### config.mk
export PLATFORM = sky130hd
export DESIGN_NAME = ie_wb_stage
export DESIGN_NICKNAME = d
export VERILOG_FILES = /design/src/rtl/ie_wb_stage.sv
export SDC_FILE = /design/constraint.sdc
export NUM_CORES = 1
export LEC_CHECK = 0
export BUFFER_PORTS_ARGS = -buffer_cell sky130_fd_sc_hd__clkbuf_2
export CORE_MARGIN = 4
export CORE_UTILIZATION = 42
export DETAILED_ROUTE_END_ITERATION = 16
export PLACE_DENSITY = 0.72
export SLEW_MARGIN = 20
export SYNTH_ARGS = -nofsm -noshare
export SYNTH_HDL_FRONTEND = slang
export SYNTH_SLANG_ARGS = --single-unit
### constraint.sdc
create_clock -name CLK -period 3.7 [get_ports CLK]
set_input_delay 0.185 -clock CLK [delete_from_list [all_inputs] [get_ports CLK]]
set_output_delay 0.185 -clock CLK [all_outputs]
set_load 0.01 [all_outputs]
### src/rtl/ie_wb_stage.sv
// ie_wb_stage: consumer end of the issue-to-execute register.
// Evaluates the condition code against the architectural NZCV flags, arbitrates
// the single register-file write port between E results, a one-entry holding
// buffer (HB) and memory returns, and generates EN_E back-pressure.
// Optional feature macro: IE_WB_STALL_CNT_EN adds a saturating StallCnt output.
module ie_wb_stage #(
  parameter int DW = 32,
  parameter int IW = 3
) (
  input  logic          CLK,
  input  logic          Reset,
  input  logic          ExecE,
  input  logic [3:0]    CondE,
  input  logic          RegWE,
  input  logic [IW-1:0] WIndexE,
  input  logic [DW-1:0] ALUResultE,
  input  logic          FlagWE,
  input  logic [3:0]    FlagsE,
  input  logic          MemRetValid,
  input  logic [IW-1:0] MemRetIndex,
  input  logic [DW-1:0] MemRetData,
  input  logic [IW-1:0] RdA,
  output logic          EN_E,
  output logic          CondExE,
  output logic [3:0]    FlagsW,
  output logic          RegWriteW,
  output logic [IW-1:0] WIndexW,
  output logic [DW-1:0] WDataW,
  output logic          FwdValidA,
  output logic [DW-1:0] FwdDataA
`ifdef IE_WB_STALL_CNT_EN
  ,
  output logic [15:0]   StallCnt
`endif
);

  logic [3:0]    r_flags;
  logic          r_wr;
  logic [IW-1:0] r_widx;
  logic [DW-1:0] r_wdata;
  logic          r_hb_valid;
  logic [IW-1:0] r_hb_idx;
  logic [DW-1:0] r_hb_data;

  logic w_n, w_z, w_c, w_v;
  logic w_pass;
  logic w_req;
  logic w_accept;

  assign w_n = r_flags[3];
  assign w_z = r_flags[2];
  assign w_c = r_flags[1];
  assign w_v = r_flags[0];

  // Condition code evaluation against architectural flags
  always_comb begin
    w_pass = 1'b0;
    case (CondE)
      4'd0:  w_pass = w_z;
      4'd1:  w_pass = !w_z;
      4'd2:  w_pass = w_c;
      4'd3:  w_pass = !w_c;
      4'd4:  w_pass = w_n;
      4'd5:  w_pass = !w_n;
      4'd6:  w_pass = w_v;
      4'd7:  w_pass = !w_v;
      4'd8:  w_pass = w_c & !w_z;
      4'd9:  w_pass = !w_c | w_z;
      4'd10: w_pass = (w_n == w_v);
      4'd11: w_pass = (w_n != w_v);
      4'd12: w_pass = !w_z & (w_n == w_v);
      4'd13: w_pass = w_z | (w_n != w_v);
      4'd14: w_pass = 1'b1;
      default: w_pass = 1'b0;
    endcase
  end

  assign CondExE  = ExecE & w_pass;
  // Request is deliberately not gated by EN_E so the stall has no comb loop
  assign w_req    = CondExE & RegWE;
  assign EN_E     = !(r_hb_valid & MemRetValid & w_req);
  assign w_accept = EN_E;

  assign FlagsW    = r_flags;
  assign RegWriteW = r_wr;
  assign WIndexW   = r_widx;
  assign WDataW    = r_wdata;

  // Architectural flag update for accepted, condition-passing instructions
  always_ff @(posedge CLK or negedge Reset) begin
    if (!Reset) begin
      r_flags <= '0;
    end else if (w_accept & CondExE & FlagWE) begin
      r_flags <= FlagsE;
    end
  end

  // Write-port arbitration: memory return, then HB, then direct E result.
  // HB holds the E result displaced by a memory return; when HB drains, a
  // same-cycle E request takes its place so program order is kept.
  always_ff @(posedge CLK or negedge Reset) begin
    if (!Reset) begin
      r_wr       <= 1'b0;
      r_widx     <= '0;
      r_wdata    <= '0;
      r_hb_valid <= 1'b0;
      r_hb_idx   <= '0;
      r_hb_data  <= '0;
    end else if (MemRetValid) begin
      r_wr    <= 1'b1;
      r_widx  <= MemRetIndex;
      r_wdata <= MemRetData;
      if (w_req & w_accept) begin
        r_hb_valid <= 1'b1;
        r_hb_idx   <= WIndexE;
        r_hb_data  <= ALUResultE;
      end
    end else if (r_hb_valid) begin
      r_wr       <= 1'b1;
      r_widx     <= r_hb_idx;
      r_wdata    <= r_hb_data;
      r_hb_valid <= w_req;
      if (w_req) begin
        r_hb_idx  <= WIndexE;
        r_hb_data <= ALUResultE;
      end
    end else if (w_req) begin
      r_wr    <= 1'b1;
      r_widx  <= WIndexE;
      r_wdata <= ALUResultE;
    end else begin
      r_wr <= 1'b0;
    end
  end

  // Forwarding lookup: HB is newer than the W-stage write, so it wins
  always_comb begin
    FwdValidA = 1'b0;
    FwdDataA  = '0;
    if (r_hb_valid && (r_hb_idx == RdA)) begin
      FwdValidA = 1'b1;
      FwdDataA  = r_hb_data;
    end else if (r_wr && (r_widx == RdA)) begin
      FwdValidA = 1'b1;
      FwdDataA  = r_wdata;
    end
  end

`ifdef IE_WB_STALL_CNT_EN
  logic [15:0] r_stall_cnt;

  // Saturating count of stall cycles
  always_ff @(posedge CLK or negedge Reset) begin
    if (!Reset) begin
      r_stall_cnt <= '0;
    end else if (!EN_E && (r_stall_cnt != '1)) begin
      r_stall_cnt <= r_stall_cnt + 16'd1;
    end
  end

  assign StallCnt = r_stall_cnt;
`endif

endmodule

==> impl_metrics.env <==
export IMPL_status="finished with violations"
export IMPL_violations="hold timing"
export IMPL_synth_compound_area_share_pct=12.7
export IMPL_synth_simple_area_share_pct=7.25
export IMPL_slew_viol_final=0
export IMPL_initial_core_util_pct=42.8
export IMPL_synthAdderAreaFrac_pct=0
export IMPL_area_growth_pct=26.8
export IMPL_multi_input_area_mm2=0.00214
export IMPL_setup_viol=0
export IMPL_final_cell_area_mm2=0.00528
export IMPL_drive_gt1_share_pct=50.5
export IMPL_drt_pass1_iter_count=4
export IMPL_post_route_period_util_pct=73.1
export IMPL_end_kind="flop"
export IMPL_cts_setup_buffers=0
export IMPL_crit_type="reg -> reg"
export IMPL_path_clk_slew_ns=0.08
export IMPL_cts_hold_buf=0
export IMPL_required_ns=3.92
export IMPL_first_global_vias=3464
export IMPL_synthXorXnorAreaFrac_pct=1.89
export IMPL_wl_per_cell_um=16.5
export IMPL_synthMuxAreaShare_pct=29.2
export IMPL_met1_usage_pct=24.6
export IMPL_n_antenna_cell=0
export IMPL_rsz0062_at_grt="no"
export IMPL_synthArstFlopShare_pct=100
export IMPL_worst_hold_path_type="in -> async"
export IMPL_htreeDepth=3
export IMPL_synthesis_area_mm2=0.00416
export IMPL_synth_nets=452
export IMPL_gp_congestion=0.765
export IMPL_cts_sinks=76
export IMPL_busiest_layer="met2"
export IMPL_worstSkewPairLatency_ns=0.34
export IMPL_slew_headroom_pct=35.4
export IMPL_critPathSlowestCell="nor3b_4"
export IMPL_synthCells=365
export IMPL_layout_commonest_cell="clkbuf_2"
export IMPL_tns_ns=0
export IMPL_ys_ff_latch=76
export IMPL_power_density_mw_per_mm2=588
export IMPL_grt_pass1_wl_um=17600
export IMPL_overflow=0
export IMPL_mostFrequentLayoutCells="160 x clkbuf_2, 75 x dfrtp_1, 73 x mux2_2"
export IMPL_die_area_mm2=0.0116
export IMPL_crit_path_start_kind="flop"
export IMPL_routed_wirelength_um=10800
export IMPL_hold_ws_ns=-0.000981
export IMPL_drcViolationCount=0
export IMPL_antenna_found_initial=0
export IMPL_slowest_delay_ns=0.54
export IMPL_tightestPinTransition_ns=0.969
export IMPL_p_leak_nw=2.49
export IMPL_nets=603
export IMPL_drt_antenna_violating_nets=0
export IMPL_yosysWarnings=0
export IMPL_drt_iter0_markers=152
export IMPL_root_buffer="clkbuf_8"
export IMPL_avgSynthCellArea_um2=11.4
export IMPL_ir_drop_mv=0.286
export IMPL_skew_ns=0.00893
export IMPL_place_hpwl_um=7620
export IMPL_grt_total_usage_pct=19.0
export IMPL_cts_tree="yes"
export IMPL_synth_main_ff_cell="dfrtp_1"
export IMPL_hold_viol_final=1
export IMPL_total_power_mw=3.10
export IMPL_synth_top_family_by_area="multiplexers"
export IMPL_ios=162
export IMPL_coreArea_mm2=0.00973
export IMPL_synth_seq_area_share_pct=45.7
export IMPL_synth_edff_count=0
export IMPL_clk_path_buf_depth=2
export IMPL_numCtsBuffers=9
export IMPL_cap_violations=0
export IMPL_placed_area_mm2=0.00508
export IMPL_post_route_min_period_ns=2.70
export IMPL_worstPathArrival_ns=2.93
export IMPL_cts_resized=0
export IMPL_cp_max_fo=25
export IMPL_die_width_um=108
export IMPL_dr_total_vias=3395
export IMPL_grt_max_degree=77
export IMPL_met2_usage_pct=32.0
export IMPL_fmax_ghz=0.370
export IMPL_globalRouteMet3Util_pct=4.26
export IMPL_regArea_mm2=0.00190
export IMPL_path_cells="xnor2_1 -> a22oi_1 -> mux2i_1 -> a211oi_2 -> nor3b_4 -> buf_4 -> mux2_2"
export IMPL_die_h_um=108
export IMPL_ys_types=34
export IMPL_port_buffers=161
export IMPL_n_fill_cell=894
export IMPL_rows=36
export IMPL_vias_per_cell=5.19
## path summary, 6_finish.rpt
| kind | start | endpoint | slack, ns | depth (start not counted) |
|---|---|---|---|---|
| setup / recovery | FlagsW[0] | r_hb_data[29] | 1.0 | 7 |
| hold reg to reg | WDataW[3] | WDataW[3] | 0.54 | 1 |
| min in group CLK | FlagsE[1] | FlagsW[1] | 0.09 | 2 |
| max in group asynchronous | Reset | r_hb_valid | 3.01 | 1 |
| setup reg to reg | FlagsW[0] | r_hb_data[29] | 1.0 | 7 |
| hold / removal | Reset | WDataW[28] | -0.001 | 1 |
## state kept, by name (all words and copies together), names as in the netlist
signal	cells
WDataW	32
r_hb_idx	3
WIndexW	3
r_hb_valid	1
FlagsW	4
r_hb_data	32
RegWriteW	1
## cell usage after synthesis (all sizes together), types with 3 or more instances
master  instances  area share [%]
dfrtp          76              46
mux2           74              20
nand2          41             3.7
mux2i          38             9.1
o21ai          38             4.6
a22o           33             6.9
clkbuf         17             1.5
buf            10             1.7
xnor2           7             1.5
nor2            4            0.36
nor3            3            0.63
## critical path, delay by kind of cell, from the launching register on
family / cells / cell delay (ns)
mux: 2 / 0.67
simple gates: 1 / 0.54
buf+inv: 1 / 0.44
flops: 1 / 0.43
compound gates: 2 / 0.32
xor+xnor: 1 / 0.17
## through the flow
step / util, % / instances / setup WS (ns) / hold WS [ns]
floorplan: - / 365 / 1.31 / -0.111
global placement: 52.2 / 638 / 1.08 / 0.406
detailed placement: 52.2 / 638 / 0.967 / 0.404
CTS: 54.2 / 654 / 0.969 / 0.0328
global route: 54.2 / 654 / 0.834 / 0.0660
finish: 54.2 / 654 / 0.996 / -0.000981
## layer usage
metal	share of wire, %	vias to the layer above	wire, um
met4	1.5	0	157
met5	0	-	0
met1	43	1635	4600
li1	-	1642	-
met3	6.4	13	694
met2	50	105	5350
## logic make-up after synthesis
group	count (synthesis)
multiplexers	112
AO/OA/AOI/OAI	77
flip-flops	76
AND/OR/NAND/NOR	63
buffers and inverters	28
XOR/XNOR	9
## area by class of cell
| class | instances | share of cell area [%] |
|---|---|---|
| Sequential cell | 76 | 36.1 |
| Clock buffer | 10 | 2.61 |
| Inverter | 1 | 0.0711 |
| Multi-Input combinational cell | 261 | 40.5 |
| Clock inverter | 6 | 1.21 |
| Tap cell | 133 | 3.15 |
| Timing Repair Buffer | 167 | 16.4 |
## power breakdown
group          internal (mW)  switching [mW]
registers               1.15           0.277
clock network          0.329           0.318
logic                  0.569           0.463
total                   2.04            1.06
No activity file was read; power rests on OpenSTA's default activity.
